<file path="src/rtl/debounce_sync.sv">
// debounce_sync: synchroniser chain + four-state debounce FSM producing a clean level y.
// Optional macro DEBOUNCE_EDGE_EN adds registered rise/fall strobes aligned with y changes.
module debounce_sync #(
   parameter int SYNC_STAGES     = 2,
   parameter int DEBOUNCE_CYCLES = 1000
) (
   input  logic clk,
   input  logic reset,
   input  logic x_async,
   output logic y
`ifdef DEBOUNCE_EDGE_EN
   ,
   output logic rise,
   output logic fall
`endif
);

   localparam int CNT_W = $clog2(DEBOUNCE_CYCLES + 1);
   localparam logic [CNT_W-1:0] CNT_LAST = CNT_W'(DEBOUNCE_CYCLES - 1);

   typedef enum logic [1:0] {
      STABLE_LO = 2'd0,
      CHECK_HI  = 2'd1,
      STABLE_HI = 2'd2,
      CHECK_LO  = 2'd3
   } state_e;

   logic [SYNC_STAGES-1:0] sync_q, sync_d;
   logic                   s;
   state_e                 state_q, state_d;
   logic [CNT_W-1:0]       cnt_q, cnt_d;
   logic                   y_q, y_d;

   // Plain shift chain; only the last stage is allowed to feed logic.
   always_comb begin
      sync_d = {sync_q[SYNC_STAGES-2:0], x_async};
   end

   assign s = sync_q[SYNC_STAGES-1];

   always_ff @(posedge clk or negedge reset) begin
      if (!reset) begin
         sync_q  <= '0;
         state_q <= STABLE_LO;
         cnt_q   <= '0;
         y_q     <= 1'b0;
      end else begin
         sync_q  <= sync_d;
         state_q <= state_d;
         cnt_q   <= cnt_d;
         y_q     <= y_d;
      end
   end

   // Any sample matching y during a check restarts from scratch.
   always_comb begin
      state_d = state_q;
      cnt_d   = cnt_q;
      y_d     = y_q;
      case (state_q)
         STABLE_LO: begin
            cnt_d = '0;
            if (s) state_d = CHECK_HI;
         end
         CHECK_HI: begin
            if (!s) begin
               state_d = STABLE_LO;
               cnt_d   = '0;
            end else if (cnt_q == CNT_LAST) begin
               state_d = STABLE_HI;
               cnt_d   = '0;
               y_d     = 1'b1;
            end else begin
               cnt_d = cnt_q + CNT_W'(1);
            end
         end
         STABLE_HI: begin
            cnt_d = '0;
            if (!s) state_d = CHECK_LO;
         end
         CHECK_LO: begin
            if (s) begin
               state_d = STABLE_HI;
               cnt_d   = '0;
            end else if (cnt_q == CNT_LAST) begin
               state_d = STABLE_LO;
               cnt_d   = '0;
               y_d     = 1'b0;
            end else begin
               cnt_d = cnt_q + CNT_W'(1);
            end
         end
         default: begin
            state_d = STABLE_LO;
            cnt_d   = '0;
         end
      endcase
   end

   assign y = y_q;

`ifdef DEBOUNCE_EDGE_EN
   logic rise_q, rise_d;
   logic fall_q, fall_d;

   // Strobes are registered on the same edge that updates y.
   always_comb begin
      rise_d = y_d & ~y_q;
      fall_d = ~y_d & y_q;
   end

   always_ff @(posedge clk or negedge reset) begin
      if (!reset) begin
         rise_q <= 1'b0;
         fall_q <= 1'b0;
      end else begin
         rise_q <= rise_d;
         fall_q <= fall_d;
      end
   end

   assign rise = rise_q;
   assign fall = fall_q;
`endif

endmodule

</file>
<file path="config.mk">
export PLATFORM = sky130hd
export DESIGN_NAME = debounce_sync
export DESIGN_NICKNAME = d
export VERILOG_FILES = /design/src/rtl/debounce_sync.sv
export SDC_FILE = /design/constraint.sdc
export NUM_CORES = 1
export LEC_CHECK = 0
export ABC_AREA = 1
export CORE_MARGIN = 10
export CORE_UTILIZATION = 40
export CTS_CLUSTER_SIZE = 30
export DETAILED_ROUTE_END_ITERATION = 12
export GPL_TIMING_DRIVEN = 0
export MAX_ROUTING_LAYER = met4
export PLACE_DENSITY = 0.56
export SLEW_MARGIN = 5
export SYNTH_ARGS = -nofsm -noshare
export SYNTH_HDL_FRONTEND = slang
export SYNTH_SLANG_ARGS = --single-unit
</file>
<file path="constraint.sdc">
create_clock -name clk -period 1.4 [get_ports clk]
set_clock_uncertainty 0.05 [all_clocks]
set_input_delay 0.35 -clock clk [delete_from_list [all_inputs] [get_ports clk]]
set_output_delay 0.35 -clock clk [all_outputs]
set_load 0.03 [all_outputs]
</file>
==> run_results.csv, run 1 <==
group,metric,value,unit
run_status,status,"completed",
worst_setup_path,reg2reg_depth,8,
clock_network,cts_buffer_depth,2,
final_layout,layout_common_cells,"dfrtp_1, nand2_1, nor2_1",
worst_setup_path,cp_top_family,"flip-flops",
grt,grt_pass1_vias,610,
route,finalWirelength,1435,um
worst_setup_path,cp_slowest_cell,"dfrtp_1",
route,avgViaCountPerCell,4.836,
yosys,ys_types,17,
clock_network,cts_hold_buf,0,
sta,slew_viol_final,0,
yosys,ys_warn_count,0,
min_path,min_path_type,"register to register",
worst_setup_path,path_buf_inv,1,
sta,setup_viol,0,
yosys,syn_area,748.2,um2
worst_setup_path,r2r_slack,110,ps
final_layout,area_growth,19.06,%
min_path,hold_path_end,"sync_q[1]",
route,drt_iter0_markers,19,
clock_network,cts_tree,"built",
floorplanning,core_area,0.001745,mm2
route,wl_per_cell,11.76,um
placed_design,gp_congestion,0.8273,
grt,antenna_found_initial,0,
yosys,avgSynthCellArea,8.407,um2
final_layout,antenna_cells,0,
placed_design,port_buffers,3,
floorplanning,start_util,42.87,%
final_layout,final_core_util,51.04,%
final_layout,final_common_cell,"dfrtp_1",
pwr,power_density,814.4,mW/mm2
grt,grt_max_degree,16,
worst_setup_path,r2r_start,"cnt_q[1]",
grt,grtUsageTotal,8.466,%
clock_network,clk_latency,280,ps
worst_setup_path,cp_max_fo,2,
grt,grt_overflow,0,
yosys,synthFlopType,"dfrtp_1",
sta,fmax,745.6,MHz
worst_setup_path,critPathLaunchType,"register",
yosys,synth_seq_cells,15,
clock_network,cts_max_level,1,
final_layout,num-fill-cells,173,
floorplanning,ioPinCount,4,
sta,finalHoldViolCount,0,
final_layout,drive_gt1_share,22.68,%
yosys,synth.yosys.seq_area_share,50.17,%
route,first_pass_iters,5,
sta,min_period_over_period,95.80,%
sta,setup_ws,58.83,ps
job,cap_violations,0,
worst_setup_path,worstPathCellList,"clkdlybuf4s15_2",
sta,rsz0062_at_grt,"true",
yosys,async_reset_ff_share,100.0,%
route,final_antenna_net_count,0,
min_path,min-delay-start,"sync_q[0]",
sta,worstMarginPinSlew,655.5,ps
sta,slew_headroom,56.16,%
sta,timing.hold.ws,308.3,ps
route,vias,590,
worst_setup_path,critical_path_class,"register to output port",
yosys,synthCells,89,
placed_design,dp_hpwl,1084,um
worst_setup_path,max_stage_delay,380,ps
floorplanning,die_x,63.25,um
sta,setup_tns,0,ps
route,drc_errors,0,
clock_network,cts-root-buf,"clkbuf_4",
worst_setup_path,crit_required,1000,ps
worst_setup_path,worstPathArrival,940,ps
floorplanning,die_y,63.25,um
worst_setup_path,crit_path_end_kind,"output port",
floorplanning,die_area,0.004001,mm2
grt,grt_pass1_wl,2656,um
clock_network,numCtsBuffers,3,
pwr,ir_drop,0.6069,mV
clock_network,clk_pin_slew_worst_paths,80,ps
sta,period_minus_slack,1341,ps
placed_design,pre_cts_slack,-153.0,ps
clock_network,cts.sinks,15,
yosys,synth_nets,93,
min_path,whs_path_depth,0,
yosys,synth_edf_count,0,
floorplanning,row_count,15,
pwr,p_leak,0.0003839,uW
final_layout,nets,102,
final cells by class:
type | count | area, um2 | share of cell area (%)
clock buffer | 4 | 26.28 | 2.949
timing repair buffer | 4 | 38.79 | 4.354
tap | 25 | 31.28 | 3.511
sequential | 15 | 375.4 | 42.13
inverter | 11 | 41.29 | 4.635
multi-input combinational | 63 | 377.9 | 42.42
flip-flops by register name, indices dropped and copies added (netlist names), named ones only:
signal / count
state_q: 1
cnt_q: 10
sync_q: 2
y: 1
stage by stage:
step,total power [uW],instances,area (um2)
after floorplan,472.8,89,748.2
after global placement,491.5,117,809.5
after detailed placement,492.7,117,809.5
after CTS,740.7,122,858.3
after global routing,771.4,122,890.9
final,725.5,122,890.9
worst max path at each step:
stage / start / to / slack [ps] / cells after the start
2_1_floorplan: cnt_q[0] / y / 90 / 8
3_3_place_gp: cnt_q[0] / cnt_q[3] / -110 / 6
3_5_place_dp: cnt_q[0] / cnt_q[1] / -150 / 6
4_1_cts: cnt_q[0] / y / 2 / 8
5_1_grt: cnt_q[1] / register / -3 / 8
6_report: y / y / 60 / 1
synthesized netlist by cell type (2+ instances only):
library cell / instances / area share (%)
xnor2_1: 2 / 2.3
a31oi_1: 2 / 1.7
nand2_1: 18 / 9.0
nand3_1: 10 / 6.7
nand2_2: 2 / 1.7
nand4_1: 3 / 2.5
nor2_2: 3 / 2.5
nor2_4: 2 / 3.0
nor2_1: 15 / 7.5
dfrtp_1: 15 / 50
a21oi_1: 2 / 1.3
inv_1: 10 / 5.0
layer usage:
metal / vias to the layer above / routed length [um] / GRT usage (%)
met1: 277 / 694 / 9.036
met4: 0 / 13 / 2.459
li1: 302 / - / -
met5: - / 0 / -
met3: 2 / 63 / 4.240
met2: 9 / 663 / 13.58
what timing repair did:
item                                    CTS  global route
endpoints found under the setup margin   14            13
buffers inserted                          1             0
pin swaps                                 1             3
gates resized for setup                   6             8
power by group:
| group | leakage (uW) | switching, uW | internal, uW |
|---|---|---|---|
| Clock | 0.0000150 | 126 | 111 |
| Combinational | 0.000167 | 26.1 | 16.6 |
| Sequential | 0.000202 | 6.08 | 440 |
cell families (layout without fill, tap and decap cells):
group	Yosys count	in the layout	share of synthesized area, %
compound gates	5	5	4.515
buf+inv	11	19	5.518
flops	15	15	50.17
fa+ha+maj	1	1	1.672
xor+xnor	3	3	3.512
simple gates	54	54	34.61
No activity file was read; power rests on OpenSTA's default activity.
==> run 2: changes to the inputs <==
--- a/config.mk
+++ b/config.mk
@@ -8,6 +8,7 @@
 export ABC_AREA = 1
 export CORE_MARGIN = 10
 export CORE_UTILIZATION = 40
+export CTS_CLUSTER_DIAMETER = 100
 export CTS_CLUSTER_SIZE = 30
 export DETAILED_ROUTE_END_ITERATION = 12
 export GPL_TIMING_DRIVEN = 0
==> results of run 2 <==
The final DEF is identical to that of run 1; final timing and power are the same.
